## src/rtl/glyph_row_renderer.sv

```systemverilog
// Renders a row of NUM_GLYPHS monochrome bitmaps into a VGA adapter pixel-write port, one pixel per clk,
// after a power-on clear sweep. Optional macro OPAQUE_GLYPH_EN: opaque draw, erase skipped on same origin.
// Handshake: a request is accepted on the rising clk edge where req_valid && req_ready; req_ready is
// high only while idle, and req_valid while busy is dropped (never queued).
module glyph_row_renderer #(
  parameter int NUM_GLYPHS = 3,
  parameter int GLYPH_W    = 12,
  parameter int GLYPH_H    = 12,
  parameter int SCREEN_W   = 160,
  parameter int SCREEN_H   = 120,
  parameter int X_W        = 8,
  parameter int Y_W        = 7,
  parameter int COLOUR_W   = 3
) (
  input  logic                                    clk,
  input  logic                                    reset,
  input  logic                                    req_valid,
  output logic                                    req_ready,
  input  logic [X_W-1:0]                          x,
  input  logic [Y_W-1:0]                          y,
  input  logic [NUM_GLYPHS*GLYPH_W*GLYPH_H-1:0]   glyph_bits,
  input  logic [COLOUR_W-1:0]                     colour_in,
  output logic [X_W-1:0]                          x_out,
  output logic [Y_W-1:0]                          y_out,
  output logic [COLOUR_W-1:0]                     colour,
  output logic                                    writeEn,
  output logic                                    busy,
  output logic                                    done,
  output logic [2:0]                              o_dbg_state
);

  localparam int NB  = NUM_GLYPHS * GLYPH_W * GLYPH_H;
  localparam int XS  = X_W + 1;
  localparam int YS  = Y_W + 1;
  localparam int CW  = $clog2(GLYPH_W + 1);
  localparam int RW  = $clog2(GLYPH_H + 1);
  localparam int KW  = $clog2(NUM_GLYPHS + 1);
  localparam int KXW = $clog2(NUM_GLYPHS * GLYPH_W + 1);

  localparam logic [CW-1:0]  C_LAST  = CW'(GLYPH_W - 1);
  localparam logic [RW-1:0]  R_LAST  = RW'(GLYPH_H - 1);
  localparam logic [KW-1:0]  K_LAST  = KW'(NUM_GLYPHS - 1);
  localparam logic [KXW-1:0] KX_STEP = KXW'(GLYPH_W);
  localparam logic [X_W-1:0] X_LAST  = X_W'(SCREEN_W - 1);
  localparam logic [Y_W-1:0] Y_LAST  = Y_W'(SCREEN_H - 1);
  localparam logic [XS-1:0]  SCR_W   = XS'(SCREEN_W);
  localparam logic [YS-1:0]  SCR_H   = YS'(SCREEN_H);

  localparam logic [2:0] S_SWEEP = 3'd0;
  localparam logic [2:0] S_IDLE  = 3'd1;
  localparam logic [2:0] S_ERASE = 3'd2;
  localparam logic [2:0] S_DRAW  = 3'd3;
  localparam logic [2:0] S_DONE  = 3'd4;

  logic [2:0]          r_state;
  logic [X_W-1:0]      r_sx;
  logic [Y_W-1:0]      r_sy;
  logic [CW-1:0]       r_c;
  logic [RW-1:0]       r_r;
  logic [KW-1:0]       r_k;
  logic [KXW-1:0]      r_kx;
  logic [NB-1:0]       r_bits;
  logic [X_W-1:0]      r_ox, r_prev_x;
  logic [Y_W-1:0]      r_oy, r_prev_y;
  logic [COLOUR_W-1:0] r_col;
  logic                r_prev_valid;

  logic [X_W-1:0]      r_x_out;
  logic [Y_W-1:0]      r_y_out;
  logic [COLOUR_W-1:0] r_colour;
  logic                r_we, r_done, r_ready, r_busy;

  logic [2:0]          w_state_nxt;
  logic                w_accept, w_last_pix, w_sweep_last, w_skip_erase;
  logic [X_W-1:0]      w_base_x;
  logic [Y_W-1:0]      w_base_y;
  logic [XS-1:0]       w_px;
  logic [YS-1:0]       w_py;
  logic                w_in_scr, w_bit, w_pix_cyc, w_pen;
  logic [X_W-1:0]      w_pix_x;
  logic [Y_W-1:0]      w_pix_y;
  logic [COLOUR_W-1:0] w_pcol;

  assign w_accept     = req_valid && r_ready && (r_state == S_IDLE);
  assign w_last_pix   = (r_c == C_LAST) && (r_r == R_LAST) && (r_k == K_LAST);
  assign w_sweep_last = (r_sx == X_LAST) && (r_sy == Y_LAST);
`ifdef OPAQUE_GLYPH_EN
  // An opaque redraw at the same origin overwrites every box pixel, so erasing first is redundant.
  assign w_skip_erase = (x == r_prev_x) && (y == r_prev_y);
`else
  assign w_skip_erase = 1'b0;
`endif

  always_comb begin
    w_state_nxt = r_state;
    case (r_state)
      S_SWEEP: if (w_sweep_last) w_state_nxt = S_IDLE;
      S_IDLE:  if (w_accept) w_state_nxt = (r_prev_valid && !w_skip_erase) ? S_ERASE : S_DRAW;
      S_ERASE: if (w_last_pix) w_state_nxt = S_DRAW;
      S_DRAW:  if (w_last_pix) w_state_nxt = S_DONE;
      S_DONE:  w_state_nxt = S_IDLE;
      default: w_state_nxt = S_SWEEP;
    endcase
  end

  // Pixel addressed by the counters this cycle; registered onto the adapter port next cycle.
  always_comb begin
    w_base_x  = (r_state == S_ERASE) ? r_prev_x : r_ox;
    w_base_y  = (r_state == S_ERASE) ? r_prev_y : r_oy;
    w_px      = XS'(w_base_x) + XS'(r_kx) + XS'(r_c);
    w_py      = YS'(w_base_y) + YS'(r_r);
    w_in_scr  = (w_px < SCR_W) && (w_py < SCR_H);
    w_bit     = r_bits[NB-1];
    w_pix_x   = w_px[X_W-1:0];
    w_pix_y   = w_py[Y_W-1:0];
    w_pix_cyc = 1'b0;
    w_pen     = 1'b0;
    w_pcol    = '0;
    case (r_state)
      S_SWEEP: begin
        w_pix_cyc = 1'b1;
        w_pen     = 1'b1;
        w_pix_x   = r_sx;
        w_pix_y   = r_sy;
      end
      S_ERASE: begin
        w_pix_cyc = 1'b1;
        w_pen     = w_in_scr;
      end
      S_DRAW: begin
        w_pix_cyc = 1'b1;
`ifdef OPAQUE_GLYPH_EN
        w_pen     = w_in_scr;
        w_pcol    = w_bit ? r_col : '0;
`else
        w_pen     = w_bit && w_in_scr;
        w_pcol    = r_col;
`endif
      end
      default: w_pix_cyc = 1'b0;
    endcase
  end

  always_ff @(posedge clk or negedge reset) begin
    if (!reset) begin
      r_state      <= S_SWEEP;
      r_sx         <= '0;
      r_sy         <= '0;
      r_c          <= '0;
      r_r          <= '0;
      r_k          <= '0;
      r_kx         <= '0;
      r_bits       <= '0;
      r_ox         <= '0;
      r_oy         <= '0;
      r_col        <= '0;
      r_prev_x     <= '0;
      r_prev_y     <= '0;
      r_prev_valid <= 1'b0;
    end else begin
      r_state <= w_state_nxt;
      case (r_state)
        S_SWEEP: begin
          if (r_sx == X_LAST) begin
            r_sx <= '0;
            r_sy <= (r_sy == Y_LAST) ? '0 : r_sy + Y_W'(1);
          end else begin
            r_sx <= r_sx + X_W'(1);
          end
        end
        S_IDLE: begin
          if (w_accept) begin
            r_ox   <= x;
            r_oy   <= y;
            r_bits <= glyph_bits;
            r_col  <= colour_in;
            r_c    <= '0;
            r_r    <= '0;
            r_k    <= '0;
            r_kx   <= '0;
          end
        end
        S_ERASE, S_DRAW: begin
          // The bitmap shifts only while drawing, so its MSB always tracks the current draw pixel.
          if (r_state == S_DRAW) r_bits <= r_bits << 1;
          if (r_c != C_LAST) begin
            r_c <= r_c + CW'(1);
          end else begin
            r_c <= '0;
            if (r_r != R_LAST) begin
              r_r <= r_r + RW'(1);
            end else begin
              r_r <= '0;
              if (r_k != K_LAST) begin
                r_k  <= r_k + KW'(1);
                r_kx <= r_kx + KX_STEP;
              end else begin
                r_k  <= '0;
                r_kx <= '0;
                if (r_state == S_DRAW) begin
                  r_prev_x     <= r_ox;
                  r_prev_y     <= r_oy;
                  r_prev_valid <= 1'b1;
                end
              end
            end
          end
        end
        default: ;
      endcase
    end
  end

  // Ready/busy are registered from the next state, so the first S_IDLE cycle (done pulse) still reads busy.
  always_ff @(posedge clk or negedge reset) begin
    if (!reset) begin
      r_x_out  <= '0;
      r_y_out  <= '0;
      r_colour <= '0;
      r_we     <= 1'b0;
      r_done   <= 1'b0;
      r_ready  <= 1'b0;
      r_busy   <= 1'b1;
    end else begin
      r_we   <= w_pen;
      r_done <= (r_state == S_DONE);
      r_ready <= (r_state == S_IDLE) && (w_state_nxt == S_IDLE);
      r_busy  <= !((r_state == S_IDLE) && (w_state_nxt == S_IDLE));
      if (w_pix_cyc) begin
        r_x_out  <= w_pix_x;
        r_y_out  <= w_pix_y;
        r_colour <= w_pcol;
      end
    end
  end

  assign x_out       = r_x_out;
  assign y_out       = r_y_out;
  assign colour      = r_colour;
  assign writeEn     = r_we;
  assign done        = r_done;
  assign req_ready   = r_ready;
  assign busy        = r_busy;
  assign o_dbg_state = r_state;

endmodule

```

## config.mk

```make
export PLATFORM = sky130hd
export DESIGN_NAME = glyph_row_renderer
export DESIGN_NICKNAME = d
export VERILOG_FILES = /design/src/rtl/glyph_row_renderer.sv
export SDC_FILE = /design/constraint.sdc
export NUM_CORES = 1
export LEC_CHECK = 0
export ABC_AREA = 1
export CORE_MARGIN = 4
export CORE_UTILIZATION = 30
export DETAILED_ROUTE_END_ITERATION = 7
export PLACE_DENSITY = 0.56
export SLEW_MARGIN = 0
export SYNTH_ARGS = -nofsm -noshare
export SYNTH_HDL_FRONTEND = slang
export SYNTH_SLANG_ARGS = --single-unit
```

## constraint.sdc

```tcl
create_clock -name clk -period 6.83 [get_ports clk]
set_clock_uncertainty 0.1 [all_clocks]
set_input_delay 2.049 -clock clk [delete_from_list [all_inputs] [get_ports clk]]
set_output_delay 2.049 -clock clk [all_outputs]
set_load 0.05 [all_outputs]
```

==> results of run 1 <==
worst register-to-register path, cell delays in order, from the launching register on:
cell	delay, ns
dfrtp_1	0.45
inv_1	0.12
nand2_2	0.04
buf_4	0.25
nor2_2	0.70
o21ai_0	0.26
fa_1	0.59
inv_1	0.06
fa_1	0.40
inv_1	0.09
nand4_1	0.09
o211ai_1	0.12
nand2_1	0.08
nand2_1	0.07
nor2_1	0.06
nand2_1	0.06
nand2_1	0.04
a21oi_1	0.22
area by class of cell:
class / instances / area, um^2 / share of cell area [%]
flip-flops and latches: 520 / 13010 / 39.88
multi-input cells: 1664 / 9064 / 27.78
repair buffers: 507 / 5142 / 15.76
clock buffers: 100 / 1983 / 6.078
inverters: 502 / 1892 / 5.798
well taps: 1070 / 1339 / 4.103
clock inverters: 17 / 168.9 / 0.5177
diodes: 11 / 27.53 / 0.08436
cells by family after synthesis:
logic type               share of synthesized area (%)
AO/OA/AOI/OAI                                    24.18
XOR/XNOR                                        0.3501
adder cells (fa/ha/maj)                          1.270
buffers and inverters                            11.79
flip-flops                                       52.02
multiplexers                                   0.04501
AND/OR/NAND/NOR                                  10.35
state kept, by name, summed over array words and instances (netlist names):
signal / count
busy: 1
colour: 3
done: 1
o_dbg_state: 3
r_bits: 432
r_c: 4
r_col: 3
r_k: 2
r_kx: 4
r_ox: 8
r_oy: 7
r_prev_valid: 1
r_prev_x: 8
r_prev_y: 7
r_r: 4
r_sx: 8
r_sy: 7
req_ready: 1
writeEn: 1
x_out: 8
y_out: 7
power groups by stage:
stage	Sequential (mW)	Combinational, mW	Clock [mW]
after floorplan	3.14	0.0000247	0
after global placement	3.14	0.355	0
after detailed placement	3.14	0.353	0
after CTS	3.08	0.355	3.56
after global routing	3.08	0.374	3.70
final	3.08	0.346	3.43
metrics by stage:
stage | power [mW] | setup slack [ns] | hold WS [ns]
floorplan | 3.138 | 3.509 | 0.3399
global placement | 3.492 | 2.318 | 0.3590
detailed placement | 3.490 | 2.251 | 0.3623
CTS | 7.001 | 2.538 | 0.3763
global route | 7.158 | 2.475 | 0.4068
finish | 6.858 | 2.581 | 0.3893
synth_stat cells (2+ instances only):
cell type	instances	area, um^2
nand2_1	546	2049
dfrtp_1	519	12990
inv_1	495	1858
o211ai_1	433	3251
o21ai_1	287	1436
o21ai_0	217	1086
buf_2	65	325.3
clkbuf_1	50	187.7
buf_4	45	337.8
buf_1	42	157.7
nand3_1	37	185.2
nor2_1	32	120.1
a21oi_1	29	145.1
ha_1	19	237.7
nor3_1	10	50.05
inv_2	7	26.28
buf_6	5	56.30
xnor2_1	5	43.79
xor2_1	5	43.79
fa_1	4	80.08
nand4_1	4	25.02
a31oi_1	3	18.77
nor2_2	3	18.77
nor3b_1	3	22.52
o22a_1	3	26.28
a21o_1	2	15.01
a31o_2	2	17.52
nand2_2	2	12.51
nor2_4	2	22.52
o21a_1	2	15.01
o22ai_1	2	12.51
or2_2	2	12.51
layer usage:
metal	up-vias	wire length [um]	GRT usage, %
met5	-	41	0
met4	6	1382	4.429
met3	89	3891	3.674
met2	428	31750	24.37
met1	9590	31350	20.78
li1	10410	-	-
path summary, 6_finish.rpt:
kind,start,endpoint,slack (ns),depth (start not counted)
hold / removal,r_prev_y[2],r_prev_y[2],0.39,2
setup reg to reg,o_dbg_state[2],writeEn,2.92,17
hold reg to reg,r_prev_y[2],r_prev_y[2],0.39,2
min in group asynchronous,reset,r_prev_x[0],1.29,1
setup / recovery,o_dbg_state[0],o_dbg_state[0],2.58,1
max in group asynchronous,reset,r_bits[219],4.08,2
placed cells by master (no fill, tap or decap), types with 5 or more instances in the layout:
cell	synthesis	final
clkbuf_1	50	17
nor2_1	32	32
clkbuf_8	0	14
nor3_1	10	10
o21ai_1	287	287
inv_1	495	495
nand2_1	546	546
clkdlybuf4s50_1	0	476
buf_4	45	19
a21oi_1	29	29
xnor2_1	5	5
diode_2	0	11
dfrtp_1	519	519
inv_2	7	6
nand3_1	37	37
clkbuf_16	0	69
o211ai_1	433	433
xor2_1	5	5
clkinv_2	0	8
ha_1	19	19
buf_12	0	11
o21ai_0	217	217
==> flow_summary.yaml, run 1 <==
grt:
  grt.total_usage_pct: 15.30
  grt_pass1_vias: 19980
  grt_pass1_wl_um: 110300
  antenna_found_initial: 13
  gr-total-overflow: 0
  grt_max_degree: 224
setup_path:
  crit_chain: "clkdlybuf4s50_1"
  slowest_stage: "clkdlybuf4s50_1"
  startpoint_type: "flip-flop"
  cp.arrival_ns: 2.10
  cp_slowest_stage_delay_ns: 0.90
  crit_fanout: 6
  worst-setup-path-type: "flip-flop to output pin"
  end_kind: "output pin"
  path_delay_family: "buffers and inverters"
  crit_buf_inv: 1
  crit_required_ns: 4.68
synth:
  ys_warn_count: 0
  syn-num-nets: 3369
  ys_seq_area_share_pct: 52.02
  synthFlopType: "dfrtp_1"
  synthArstFlopShare_pct: 100.0
  syn_avg_cell_area_um2: 8.648
  synth_edf_count: 0
  synthCells: 2893
  synth_cell_types: 43
  synth-seq-cells: 520
  syn_area_mm2: 0.02502
final_layout:
  layout-drive-gt1-share_pct: 4.713
  fillCellCount: 8270
  utilization_pct: 39.61
  instances_no_fill: 4391
  nNetsFinal: 3737
  final_cell_area_mm2: 0.03263
  syn_to_final_growth_pct: 30.43
clock_tree:
  cts_resized: 0
  clockRootBuffer: "clkbuf_16"
  post_cts_buffers: 0
  cts_tree: "done"
  cts_num_sinks: 520
  htree_levels: 3
  cts_buffers: 66
  clk_latency_ns: 0.59
  cts-hold-fix-buffers: 0
  path_clk_slew_ns: 0.06
  cts.path.max_buffers: 3
place:
  globalplace.congestion: 0.7937
  dpl.hpwl_um: 46890
  placed_cells: 4263
  place_area_mm2: 0.03045
  port_buffers: 477
routing:
  drt_first_iter_violations: 1271
  ant_nets: 0
  wl_um: 68420
  drc: 0
  vias_per_cell: 4.674
  vias: 20520
  first_pass_iters: 5
  routedWlPerCell_um: 15.58
power_and_ir_drop:
  p_per_area_mw_per_mm2: 210.2
  p_leak_nw: 15.68
  p_comb_share_pct: 5.0
  power_switching_mw: 1.494
  clock_power_share_pct: 50.0
  irDropWorstVdd_uv: 134.4
  p_sw_share_pct: 21.78
  internal_power_mw: 5.364
  seq_power_share_pct: 44.9
sta:
  hold_viol: 0
  tns_ns: 0
  slew_headroom_pct: 25.41
  finalMaxSlewViolations: 0
  grt_setup_unrepaired: "no"
  period_minus_slack_ns: 4.249
  finalSetupViolCount: 0
  fmax_mhz: 235.4
  worstMarginPinSlew_ns: 1.115
  fin_crit_sh_pct: 62.20
floorplan:
  die_area_mm2: 0.08808
  fp.dieW_um: 296.8
  dieHeight_um: 296.8
  rows: 105
  ios: 478
  initial_utilization_pct: 30.37
  core-area_mm2: 0.08237
worst_hold_path:
  min_path_type: "flip-flop to flip-flop"
run_status:
  status: "complete, no violations"
run:
  cap_violations: 0
Note: power is estimated with default switching activity, not from simulation.
==> run 2, diff against run 1 <==
--- a/config.mk
+++ b/config.mk
@@ -9,7 +9,7 @@
 export CORE_MARGIN = 4
 export CORE_UTILIZATION = 30
 export DETAILED_ROUTE_END_ITERATION = 7
-export PLACE_DENSITY = 0.56
+export PLACE_DENSITY = 0.58
 export SLEW_MARGIN = 0
 export SYNTH_ARGS = -nofsm -noshare
 export SYNTH_HDL_FRONTEND = slang
==> constraint.sdc (replaced) <==
create_clock -name clk -period 3.6 [get_ports clk]
set_clock_uncertainty 0.1 [all_clocks]
set_input_delay 1.08 -clock clk [delete_from_list [all_inputs] [get_ports clk]]
set_output_delay 1.08 -clock clk [all_outputs]
set_load 0.05 [all_outputs]
==> run 2 against run 1 <==
  * Combinational power rose by 97%
  * Critical path depth is the same
  * Hold slack got worse by 0.089 ns
  * Sequential share of layout area down 0.43 points
  * Design area grew 1.1%
  * Flip-flop and latch count unchanged
  * Clock-buffer cell count shrank 13
  * Register-to-register slack lost 2.3 ns
  * Final cell count grew 0.71%
  * Clock power up 78%
  * Setup slack worse by 2.1 ns
  * Sequential power is 90% higher
  * Critical endpoint is now o_dbg_state[1]
  * Highest routed layer is now met4
==> flow_summary.yaml, run 2 (same netlist as run 1, synthesis figures left out) <==
sta:
  hold_slack_ns: 0.3001
  hold_viol: 0
  period_minus_slack_ns: 3.139
  tns_ns: 0
  slew_headroom_pct: 42.00
  worstMarginPinSlew_ns: 0.8701
  fin_crit_sh_pct: 87.19
  grt_setup_unrepaired: "no"
  finalMaxSlewViolations: 0
  fmax_mhz: 318.6
  finalSetupViolCount: 0
place:
  dpl.hpwl_um: 48560
  port_buffers: 477
  globalplace.congestion: 0.8204
worst_hold_path:
  min_path_type: "input pin to async pin"
routing:
  drc: 0
  wl_um: 69080
  vias_per_cell: 4.653
  ant_nets: 0
  wl_met2_um: 32690
  drt_first_iter_violations: 1134
  highest_layer: "met4"
  drt-met1-wl_um: 31710
  routedWlPerCell_um: 15.62
  met3WireLength_um: 3046
  first_pass_iters: 5
  vias: 20580
grt:
  grt.total_usage_pct: 15.38
  gr-total-overflow: 0
  grt_pass1_vias: 20430
  grt_max_degree: 135
  grt_pass1_wl_um: 111000
  antenna_found_initial: 4
setup_path:
  crit_fanout: 8
  end_kind: "output pin"
  startpoint_type: "flip-flop"
  cp_slowest_stage_delay_ns: 0.89
  crit_required_ns: 2.42
  endpoint: "o_dbg_state[1]"
  r2r-end: "writeEn"
  crit_buf_inv: 1
  crit_chain: "clkdlybuf4s50_1"
  cp.arrival_ns: 1.96
  reg2reg_depth: 17
  slowest_stage: "clkdlybuf4s50_1"
  reg2reg_slack_ns: 0.58
  path_depth: 1
  crit_path_start: "o_dbg_state[1]"
  worst-setup-path-type: "flip-flop to output pin"
  path_delay_family: "buffers and inverters"
  r2r_start: "o_dbg_state[2]"
final_layout:
  syn_to_final_growth_pct: 31.85
  largest-register: "r_bits"
  largest_reg_flops: 432
  final_common_cell: "nand2_1"
  nNetsFinal: 3779
  layout_common_cells: "nand2_1, dfrtp_1, inv_1"
  layout-drive-gt1-share_pct: 5.763
clock_tree:
  cts_tree: "done"
  htree_levels: 2
  path_clk_slew_ns: 0.06
  cts_resized: 0
  clk_latency_ns: 0.59
  clockRootBuffer: "clkbuf_16"
  cts_buffers: 59
  cts-hold-fix-buffers: 0
  post_cts_buffers: 0
  cts_num_sinks: 520
  cts.path.max_buffers: 3
run:
  cap_violations: 0
power_and_ir_drop:
  p_leak_nw: 15.89
  p_total_mw: 12.65
  p_per_area_mw_per_mm2: 383.5
  irDropWorstVdd_uv: 291.5
floorplan:
  ios: 478
  fp.dieW_um: 296.8
  die_area_mm2: 0.08808
  rows: 105
  core-area_mm2: 0.08237
  dieHeight_um: 296.8
  initial_utilization_pct: 30.37
run_status:
  status: "complete, no violations"
[run 2: worst min path at each step]
stage | from | to | depth (start not counted)
floorplan | r_prev_valid | r_prev_valid | 1
global placement | r_prev_valid | r_prev_valid | 1
detailed placement | r_prev_valid | r_prev_valid | 1
CTS | reset | r_kx[5] | 1
global route | reset | r_kx[5] | 1
finish | reset | r_kx[5] | 1
[run 2: layout make-up]
cell class	instances	area (um^2)
sequential	520	13010
multi-input combinational	1664	9064
clock inverter	20	266.5
timing repair buffer	556	5710
antenna	3	7.507
fill	8276	49390
inverter	502	1892
tap	1070	1339
clock buffer	87	1694
[run 2: layer usage]
layer / up-vias / global-route usage [%]
li1: 10460 / -
met1: 9624 / 20.55
met2: 395 / 25.67
met3: 92 / 2.768
met4: 0 / 4.314
met5: - / 0
[run 2: metrics by stage]
stage	instances	setup WS (ns)	instance area [um^2]	utilization [%]
after CTS	4419	0.3856	32980	40.04
final	4422	0.4611	32990	40.05
after detailed placement	4312	0.5175	31020	37.66
after floorplan	2893	0.2793	25020	-
after global routing	4422	0.2938	32990	40.05
after global placement	4312	0.5635	31020	37.66
[run 2: where the power goes]
| group | internal (mW) | switching, mW |
|---|---|---|
| Sequential | 5.85 | 0 |
| Combinational | 0.443 | 0.240 |
| Clock | 3.67 | 2.45 |
==> run 3, diff against run 2 <==
--- a/config.mk
+++ b/config.mk
@@ -8,6 +8,7 @@
 export ABC_AREA = 1
 export CORE_MARGIN = 4
 export CORE_UTILIZATION = 30
+export CTS_BUF_LIST = sky130_fd_sc_hd__clkbuf_2 sky130_fd_sc_hd__clkbuf_4 sky130_fd_sc_hd__clkbuf_8
 export DETAILED_ROUTE_END_ITERATION = 7
 export PLACE_DENSITY = 0.58
 export SLEW_MARGIN = 0
==> run 3 against run 2 <==
  * Via count increased by 1.5%
  * Design area increased by 0.24%
  * Core utilization increased by 0.094 points
  * Setup slack got worse by 0.055 ns
  * Register-to-register slack improved by 0.02 ns
  * Total power decreased by 1.2%
  * Combinational power about the same
==> flow_summary.yaml, run 3 (same netlist as run 1, synthesis figures left out) <==
sta:
  slew_headroom_pct: 42.06
  worstMarginPinSlew_ns: 0.8692
  tns_ns: 0
  period_minus_slack_ns: 3.194
  hold_viol: 0
  finalSetupViolCount: 0
  fin_crit_sh_pct: 88.71
  finalMaxSlewViolations: 0
  grt_setup_unrepaired: "no"
  fmax_mhz: 313.1
clock_tree:
  path_clk_slew_ns: 0.05
  cts_resized: 0
  cts.path.max_buffers: 3
  cts_buffers: 96
  cts_tree: "done"
  htree_levels: 3
  cts_num_sinks: 520
  post_cts_buffers: 0
  clockRootBuffer: "clkbuf_8"
  clk_latency_ns: 0.66
  cts-hold-fix-buffers: 0
worst_hold_path:
  min_path_type: "input pin to async pin"
run_status:
  status: "complete, no violations"
place:
  dpl.hpwl_um: 48560
  port_buffers: 477
  globalplace.congestion: 0.8204
grt:
  grt_pass1_wl_um: 112300
  grt.total_usage_pct: 15.60
  gr-total-overflow: 0
  antenna_found_initial: 5
  grt_max_degree: 135
  grt_pass1_vias: 20810
routing:
  wl_um: 69920
  drc: 0
  ant_nets: 0
  vias_per_cell: 4.652
  routedWlPerCell_um: 15.58
  drt_first_iter_violations: 1113
  first_pass_iters: 5
  vias: 20880
power_and_ir_drop:
  power_switching_mw: 2.799
  p_per_area_mw_per_mm2: 377.8
  clock_power_share_pct: 47.7
  seq_power_share_pct: 46.8
  internal_power_mw: 9.694
  p_leak_nw: 16.03
  irDropWorstVdd_uv: 242.1
  p_sw_share_pct: 22.41
  p_total_mw: 12.49
  p_comb_share_pct: 5.5
final_layout:
  multi_input_area_mm2: 0.009064
  layout_common_cells: "nand2_1, dfrtp_1, inv_1"
  largest_reg_flops: 432
  utilization_pct: 40.14
  seqCellArea_mm2: 0.01301
  fillCellCount: 8336
  largest-register: "r_bits"
  layout-drive-gt1-share_pct: 8.114
  syn_to_final_growth_pct: 32.16
  nNetsFinal: 3816
  final_common_cell: "nand2_1"
setup_path:
  end_kind: "output pin"
  cp_slowest_stage_delay_ns: 0.89
  path_delay_family: "buffers and inverters"
  crit_chain: "clkdlybuf4s50_1"
  startpoint_type: "flip-flop"
  cp.arrival_ns: 2.01
  crit_buf_inv: 1
  slowest_stage: "clkdlybuf4s50_1"
  worst-setup-path-type: "flip-flop to output pin"
  crit_required_ns: 2.42
  crit_fanout: 8
floorplan:
  core-area_mm2: 0.08237
  rows: 105
  ios: 478
  initial_utilization_pct: 30.37
  die_area_mm2: 0.08808
  dieHeight_um: 296.8
  fp.dieW_um: 296.8
run:
  cap_violations: 0
==> run 3: area by class of cell <==
| type | count | area share, % |
|---|---|---|
| clock inverters | 12 | 0.2725 |
| flip-flops and latches | 520 | 39.36 |
| multi-input cells | 1664 | 27.41 |
| clock buffers | 160 | 5.884 |
| inverters | 502 | 5.722 |
| diodes | 4 | 0.03027 |
| well taps | 1070 | 4.049 |
| repair buffers | 556 | 17.27 |
==> run 3: stage by stage <==
step	setup WS, ns	hold slack [ns]	instance area [um^2]	instances
CTS	0.2833	0.1458	33050	4484
finish	0.4064	0.2324	33060	4488
global route	0.2958	0.1816	33060	4488
detailed placement	0.5175	0.3678	31020	4312
floorplan	0.2793	0.3399	25020	2893
global placement	0.5635	0.3638	31020	4312
==> run 3: routing by layer <==
metal	global-route usage (%)	routed length, um	share of wire (%)
met3	3.199	3373	4.8
met5	0	0	0
met4	5.067	1859	2.7
met1	20.46	31720	45
met2	25.87	32970	47
==> run 3: path summary, 6_finish.rpt <==
| kind | start | endpoint | slack, ns | cells past startpoint |
|---|---|---|---|---|
| min in group clk | r_prev_valid | r_prev_valid | 0.38 | 1 |
| max | o_dbg_state[1] | o_dbg_state[1] | 0.41 | 1 |
| min | reset | r_kx[5] | 0.23 | 1 |
| max in group asynchronous | reset | r_bits[365] | 2.23 | 2 |
| max reg2reg | o_dbg_state[2] | writeEn | 0.60 | 17 |
| min reg2reg | r_prev_valid | r_prev_valid | 0.38 | 1 |
==> run 3: power by group through the flow <==
stage	registers [mW]	clock network [mW]	logic, mW
floorplan	5.95	0	0.0000416
global placement	5.95	0	0.705
detailed placement	5.95	0	0.696
CTS	5.85	6.20	0.703
global route	5.84	6.48	0.733
finish	5.85	5.96	0.683
